File: src/rtl/seg_scan_if.sv
// seg_scan update port: load/capture request with busy/ack.
// Display outputs stay as plain ports on the scanner.
interface seg_scan_if;
  logic        load;
  logic [31:0] value;
  logic [7:0]  blank;
  logic        lzb;
  logic        busy;
  logic        ack;

  modport master (
    output load, value, blank, lzb,
    input  busy, ack
  );

  modport slave (
    input  load, value, blank, lzb,
    output busy, ack
  );
endinterface

File: src/rtl/seg_scan.sv
// 8-digit multiplexed 7-seg scanner with frame-synchronous
// double-buffered updates and leading-zero blanking.
module seg_scan #(
  parameter int unsigned DIV = 1000
) (
  input  logic       clk,
  input  logic       rst_n,
  input  logic       en,
  seg_scan_if.slave  bus,
  output logic [3:0] seg_data,
  output logic       seg_flag,
  output logic [7:0] an
);

  localparam logic [15:0] LAST = 16'(DIV - 1);

  logic [15:0] cnt;
  logic [2:0]  idx;
  logic [31:0] pv, av;
  logic [7:0]  pb, ab;
  logic        pz, az;
  logic        busy, ack;
  logic        tick, commit;
  logic [7:0]  zrun, blk;
  logic [3:0]  nib;

  assign tick     = en && (cnt == LAST);
  assign commit   = tick && (idx == 3'd7) && busy;
  assign bus.busy = busy;
  assign bus.ack  = ack;

  always_ff @(posedge clk or negedge rst_n) begin
    if (!rst_n) begin
      cnt <= '0;
      idx <= '0;
    end else if (en) begin
      if (tick) begin
        cnt <= '0;
        idx <= idx + 3'd1;
      end else begin
        cnt <= cnt + 16'd1;
      end
    end
  end

  // commit reads the old pending copy before a same-cycle load replaces it
  always_ff @(posedge clk or negedge rst_n) begin
    if (!rst_n) begin
      pv   <= '0;
      pb   <= '0;
      pz   <= 1'b0;
      av   <= '0;
      ab   <= '0;
      az   <= 1'b0;
      busy <= 1'b0;
      ack  <= 1'b0;
    end else begin
      ack <= commit;
      if (commit) begin
        av <= pv;
        ab <= pb;
        az <= pz;
      end
      if (bus.load) begin
        pv   <= bus.value;
        pb   <= bus.blank;
        pz   <= bus.lzb;
        busy <= 1'b1;
      end else if (commit) begin
        busy <= 1'b0;
      end
    end
  end

  // zrun[i]: nibbles i..7 of the active value are all zero
  always_comb begin
    zrun = '0;
    for (int i = 0; i < 8; i++) begin
      zrun[i] = ((av >> (4 * i)) == 32'd0);
    end
    blk = ab | (az ? {zrun[7:1], 1'b0} : 8'h00);
    nib = av[{idx, 2'b00} +: 4];
  end

  always_ff @(posedge clk or negedge rst_n) begin
    if (!rst_n) begin
      seg_data <= '0;
      seg_flag <= 1'b0;
      an       <= 8'hFF;
    end else if (en) begin
      seg_data <= nib;
      seg_flag <= !blk[idx];
      an       <= ~(8'h01 << idx);
    end else begin
      seg_data <= '0;
      seg_flag <= 1'b0;
      an       <= 8'hFF;
    end
  end

endmodule

File: src/flat_wrapper.sv
// flat-port wrapper written by rule: the top's interface ports become plain ports
module seg_scan_flat 
#(
  parameter int unsigned DIV = 1000
)
  (clk, rst_n, en, seg_data, seg_flag, an, bus_load, bus_value, bus_blank, bus_lzb, bus_busy, bus_ack);
  seg_scan_if bus_i ();
  input  logic clk;
  input  logic rst_n;
  input  logic en;
  output logic [3:0] seg_data;
  output logic seg_flag;
  output logic [7:0] an;
  input wire logic [$bits(bus_i.load)-1:0] bus_load;
  input wire logic [$bits(bus_i.value)-1:0] bus_value;
  input wire logic [$bits(bus_i.blank)-1:0] bus_blank;
  input wire logic [$bits(bus_i.lzb)-1:0] bus_lzb;
  output wire logic [$bits(bus_i.busy)-1:0] bus_busy;
  output wire logic [$bits(bus_i.ack)-1:0] bus_ack;
  assign bus_i.load = bus_load;
  assign bus_i.value = bus_value;
  assign bus_i.blank = bus_blank;
  assign bus_i.lzb = bus_lzb;
  assign bus_busy = bus_i.busy;
  assign bus_ack = bus_i.ack;
  seg_scan #(.DIV(DIV)) u_core (.clk(clk), .rst_n(rst_n), .en(en), .bus(bus_i), .seg_data(seg_data), .seg_flag(seg_flag), .an(an));
endmodule
File: config.mk
export PLATFORM = sky130hd
export DESIGN_NAME = seg_scan_flat
export DESIGN_NICKNAME = d
export VERILOG_FILES = /design/src/rtl/seg_scan_if.sv /design/src/rtl/seg_scan.sv /design/src/flat_wrapper.sv
export SDC_FILE = /design/constraint.sdc
export NUM_CORES = 1
export LEC_CHECK = 0
export BUFFER_PORTS_ARGS = -buffer_cell sky130_fd_sc_hd__buf_2
export CAP_MARGIN = 20
export CORE_UTILIZATION = 60
export CTS_CLUSTER_SIZE = 12
export DETAILED_ROUTE_END_ITERATION = 7
export MAX_ROUTING_LAYER = met4
export PLACE_DENSITY_LB_ADDON = 0.05
export SETUP_SLACK_MARGIN = 0.5
export SYNTH_ARGS = -nofsm -noshare
export SYNTH_HDL_FRONTEND = slang
export SYNTH_SLANG_ARGS = --single-unit
export TNS_END_PERCENT = 1
File: constraint.sdc
create_clock -name clk -period 4 [get_ports clk]
set_input_delay 0.6 -clock clk [delete_from_list [all_inputs] [get_ports clk]]
set_output_delay 0.6 -clock clk [all_outputs]
set_load 0.02 [all_outputs]
=== Word-level counts from Yosys, hierarchy flattened ===
Index checks and enable logic that the tools add are counted.

* Bits in registers: 116
* Bits in latches: 0
* Memory bits (writable): 0
* Memory bits (read-only): 0
* Logic and storage cells: 44
* Memories kept: 0

* Add/sub/neg operators: 2
* Multipliers: 0
* Divide/modulo/power cells: 0
* Magnitude comparators: 1
* Eq/ne operators: 2
* Shifts and indexed selects: 2
* Multiplexer cells: 9
* Bitwise operators: 2
* Reductions and logical operators: 13

{| class="wikitable"
|+ Operators by type and width
! cell !! number
|-
| 32-bit zero test || 7
|-
| 32-bit by 6-bit indexed part select with 4-bit output || 1
|-
| 16-bit by 1-bit adder with 16-bit output, second input constant || 1
|-
| 16-bit by 10-bit equality test with 1-bit output, second input constant || 1
|-
| 16-bit 2-to-1 mux || 1
|-
| 8-bit 2-to-1 mux || 2
|-
| 8-bit inverter || 1
|-
| 8-bit OR || 1
|-
| 1-bit by 3-bit << shifter with 8-bit output, first input constant || 1
|-
| 3-bit by 4-bit less-than comparator with 1-bit output, second input constant || 1
|-
| 1-bit 2-to-1 mux || 4
|-
| 4-bit 2-to-1 mux || 1
|-
| 3-bit by 1-bit adder with 3-bit output, second input constant || 1
|-
| 1-bit binary-select mux with 3-bit select || 1
|-
| 3-bit equality test, second input constant || 1
|-
| 1-bit logical AND || 3
|-
| 2-bit AND reduction || 1
|-
| 2-bit nonzero test || 1
|-
| 1-bit zero test || 1
|}

=== Depth between registers and ports, before layout ===
* Depth after elaboration: 7
* Depth in mapped cells: 7
* Gate-level depth less buffers: 6

=== Worst setup path after synthesis ===
OpenSTA, ideal clock, no wires.

* Kind: input -> register
* Start: in en
* End: reg u_core.av[12]
* Library setup time: 0.125 ns
* Data arrival time: 1.968 ns
* Required time: 3.875 ns
* Setup slack: 1.907 ns
* Cell stages on the path: 6
* Path buffers: 2
* Cells stage by stage: buf_4 and3_1 nand2_2 nor4_4 buf_6 mux2_2

* Longest elaborated chain between the ends: 3

{| class="wikitable"
|+ Ends and longest elaborated chain
! element !! line !! text
|-
| start: declaration || flat_wrapper.sv:10 || <nowiki>input logic en;</nowiki>
|-
| 1-bit logical AND || seg_scan.sv:27 || <nowiki>assign tick = en && (cnt == LAST);</nowiki>
|-
| 1-bit logical AND (2 in series) || seg_scan.sv:28 || <nowiki>assign commit = tick && (idx == 3'd7) && busy;</nowiki>
|-
| end signal: assignment || seg_scan.sv:60 || <nowiki>av <= pv;</nowiki>
|-
| end: declaration || seg_scan.sv:19 || <nowiki>logic [31:0] pv, av;</nowiki>
|}

Every way passes these cells.
A chain may end at the register's enable or synchronous reset.

=== Worst setup path in the final report ===
* Start: reg u_core.idx[1]
* End: reg u_core.av[5]

* Longest elaborated chain between the ends: 3

{| class="wikitable"
|+ Ends and longest elaborated chain
! element !! line !! text
|-
| start: declaration || seg_scan.sv:18 || <nowiki>logic [2:0] idx;</nowiki>
|-
| start signal: assignment || seg_scan.sv:39 || <nowiki>idx <= idx + 3'd1;</nowiki>
|-
| 3-bit equality test || seg_scan.sv:28 ||
|-
| 1-bit logical AND (2 in series) || seg_scan.sv:28 ||
|}

Every way passes these cells.

==> metrics <==
syn_nets=392; WL/cell=16.7 µm; setup TNS=0 ns; Worst VDD drop=0.324 mV; status=complete, no violations; Arr. time, crit path=2.86 ns; ratio of cells with drive above 1 in the final layout=0.456; reg-to-reg setup timing slack=1.52 ns; Synth Warn #=0; First DRT Iteration DRCs=160; vias in the first global route=3056; # IOs=60; #FFs+latches synth=116; Slew HR=0.369; register area=2910 µm²; remaining global-route overflow=0; Slew Limit Fails=0; Finished Layout Cells=521; post-placement cell count=489; Detail Route Antenna Nets=0; die extent in x=92.0 µm; n_diodes=0; post-route minimum period=2.48 ns; first-pass GRT wire length=14900 µm; worst setup path start=u_core.idx[1]$_DFFE_PN0P_; Worst-Skew Late Latency=0.50 ns; number of synthesized flops with an enable pin=0; Post-Syn Area=4860 µm²; Initial DRT Pass Iterations=4; Main synth FF type=dfrtp_1; # rows=32; multi-input logic area=1840 µm²; maximum fanout along the worst path=42; max-cap violation count=0; Slew @ Worst Pin=0.946 ns; synthesized area per cell=14.3 µm²; final setup fails=0; largest area contributor in the synthesized netlist=dfrtp_1; Core Box Area=7770 µm²; die height=92.0 µm; CTS HTree Levels=4; reg2reg start=u_core.idx[1]$_DFFE_PN0P_; cts hold-fix bufs=0; drt via density=5.65; fin crit share=0.619; Hold Crit Class=input port to async pin; all-layer global routing usage=0.243; clock root cell=clkbuf_8; top-area cell type share of the netlist area=0.556; number of port buffers=59; GP Congestion=0.732; CTS Buf Count=17; most frequent cell after synthesis=dfrtp_1; Mapped Cells=340; CTS clk-pin slew, worst paths=0.05 ns; initial antenna violation count=0; Setup Fix Bufs, Post-CTS=0; post_cts resized=0; FILL cells=529; register area share after synthesis=0.599; Worst setup EP type=register; clk sinks=116; Unique masters post-synth=35; Hold Vio Cnt, Final=0; HPWL after detailed placement=5670 µm; share of flip-flops with an asynchronous set or reset=1.00; Max clock buf depth=2; DR vias=2944; Final #Nets=458; clk_skew=0.00886 ns; P&R area growth vs syn=18.5%; Crit Path Category=register to register; largest cells by area after synthesis=dfrtp_1, mux2_2, dfstp_2; initial core utilization=0.626; Fmax=0.404 GHz; DR DRC count=0; P_leak=2.72 nW; CTS tree=built; PD cells=489 nW/µm²; die footprint=8470 µm²; final wirelength=8690 µm; RSZ-0062 raised after global routing=no; crit start category=register; largest net degree at the start of global routing=78; commonest cells in the netlist=dfrtp_1, mux2_2, nand2_1, nor2_1; CP required=4.38 ns
metal layers:
metal | track usage | vias to the layer above | routed length [µm]
met1 | 0.304 | 1502 | 3760
met3 | 0.0630 | 8 | 391
met2 | 0.381 | 86 | 4440
met4 | 0.0964 | 0 | 93
li1 | - | 1348 | -
met5 | - | - | 0
logic make-up after synthesis:
family | share of synthesized area
AOI/OAI and AO/OA | 0.0229
buffers and inverters | 0.0229
xor gates and xnor gates | 0.0270
muxes | 0.231
and+or+nand+nor | 0.0790
adders and majority gates | 0.0180
DFF | 0.599
stage by stage:
step / hold WS [ns] / power (mW) / cell area [µm²] / setup slack [ns] / utilization
after detailed placement: 0.464 / 1.52 / 5240 / 1.49 / 0.674
final: 0.244 / 2.82 / 5760 / 1.52 / 0.742
after global placement: 0.467 / 1.50 / 5240 / 1.57 / 0.674
after floorplan: 0.304 / 1.43 / 4860 / 1.91 / -
after global routing: 0.306 / 2.93 / 5760 / 1.38 / 0.742
after CTS: 0.275 / 2.84 / 5760 / 1.53 / 0.742
final timing paths:
path,endpoint,cells after the start
setup / recovery,u_core.av[5]$_DFFE_PN0P_,6
hold / removal,u_core.pv[6]$_DFFE_PN0P_,1
setup reg to reg,u_core.av[5]$_DFFE_PN0P_,6
hold reg to reg,u_core.av[2]$_DFFE_PN0P_,1
max in group asynchronous,u_core.an[0]$_DFF_PN1_,2
min in group clk,u_core.pv[30]$_DFFE_PN0P_,2
report_power, final:
part / switching, mW / internal [mW] / total, mW
Combinational: 0.0863 / 0.0956 / 0.182
Clock: 0.486 / 0.831 / 1.32
Sequential: 0.0655 / 1.25 / 1.32
area by class of cell:
type / count / share of cell area
flip-flops and latches: 116 / 0.506
clock inverters: 10 / 0.0145
repair buffers: 63 / 0.0591
multi-input cells: 204 / 0.319
well taps: 102 / 0.0221
inverters: 4 / 0.00261
clock buffers: 22 / 0.0769
worst max-delay path: stages, from the launching register on:
cell	delay [ns]
dfrtp_1	0.67
ha_1	0.28
ha_1	0.23
nand2_1	0.11
nor4_4	0.14
buf_4	0.49
mux2_2	0.40
registers in the layout (all words and copies together) (netlist names), 3 cells and up:
| register | cells |
|---|---|
| u_core.cnt | 16 |
| u_core.idx | 3 |
| u_core.seg_data | 4 |
| u_core.av | 32 |
| u_core.an | 8 |
| u_core.pb | 8 |
| u_core.pv | 32 |
| u_core.ab | 8 |
cell usage in the layout, fill, tap and decap left out, types with 2 or more instances in the layout:
master | Yosys | final
mux4_2 | 8 | 8
o311ai_0 | 2 | 2
dfrtp_1 | 108 | 108
nor2_1 | 14 | 14
and3_1 | 3 | 3
ha_1 | 7 | 7
nand3_1 | 9 | 9
and4_1 | 2 | 2
a211oi_1 | 2 | 2
clkbuf_16 | 0 | 16
dfstp_2 | 8 | 8
o21ai_0 | 4 | 4
clkbuf_8 | 0 | 2
clkinv_2 | 0 | 6
mux2_2 | 82 | 82
nor4_1 | 9 | 9
buf_2 | 2 | 58
xnor2_1 | 9 | 9
inv_1 | 4 | 4
clkinvlp_4 | 0 | 2
buf_4 | 1 | 4
nor2b_1 | 5 | 5
xor2_1 | 6 | 6
clkbuf_1 | 9 | 4
nand4_1 | 4 | 4
nand2_1 | 22 | 22
a21boi_0 | 4 | 4
nand3b_1 | 2 | 2
Note: power is estimated with default switching activity, not from simulation.
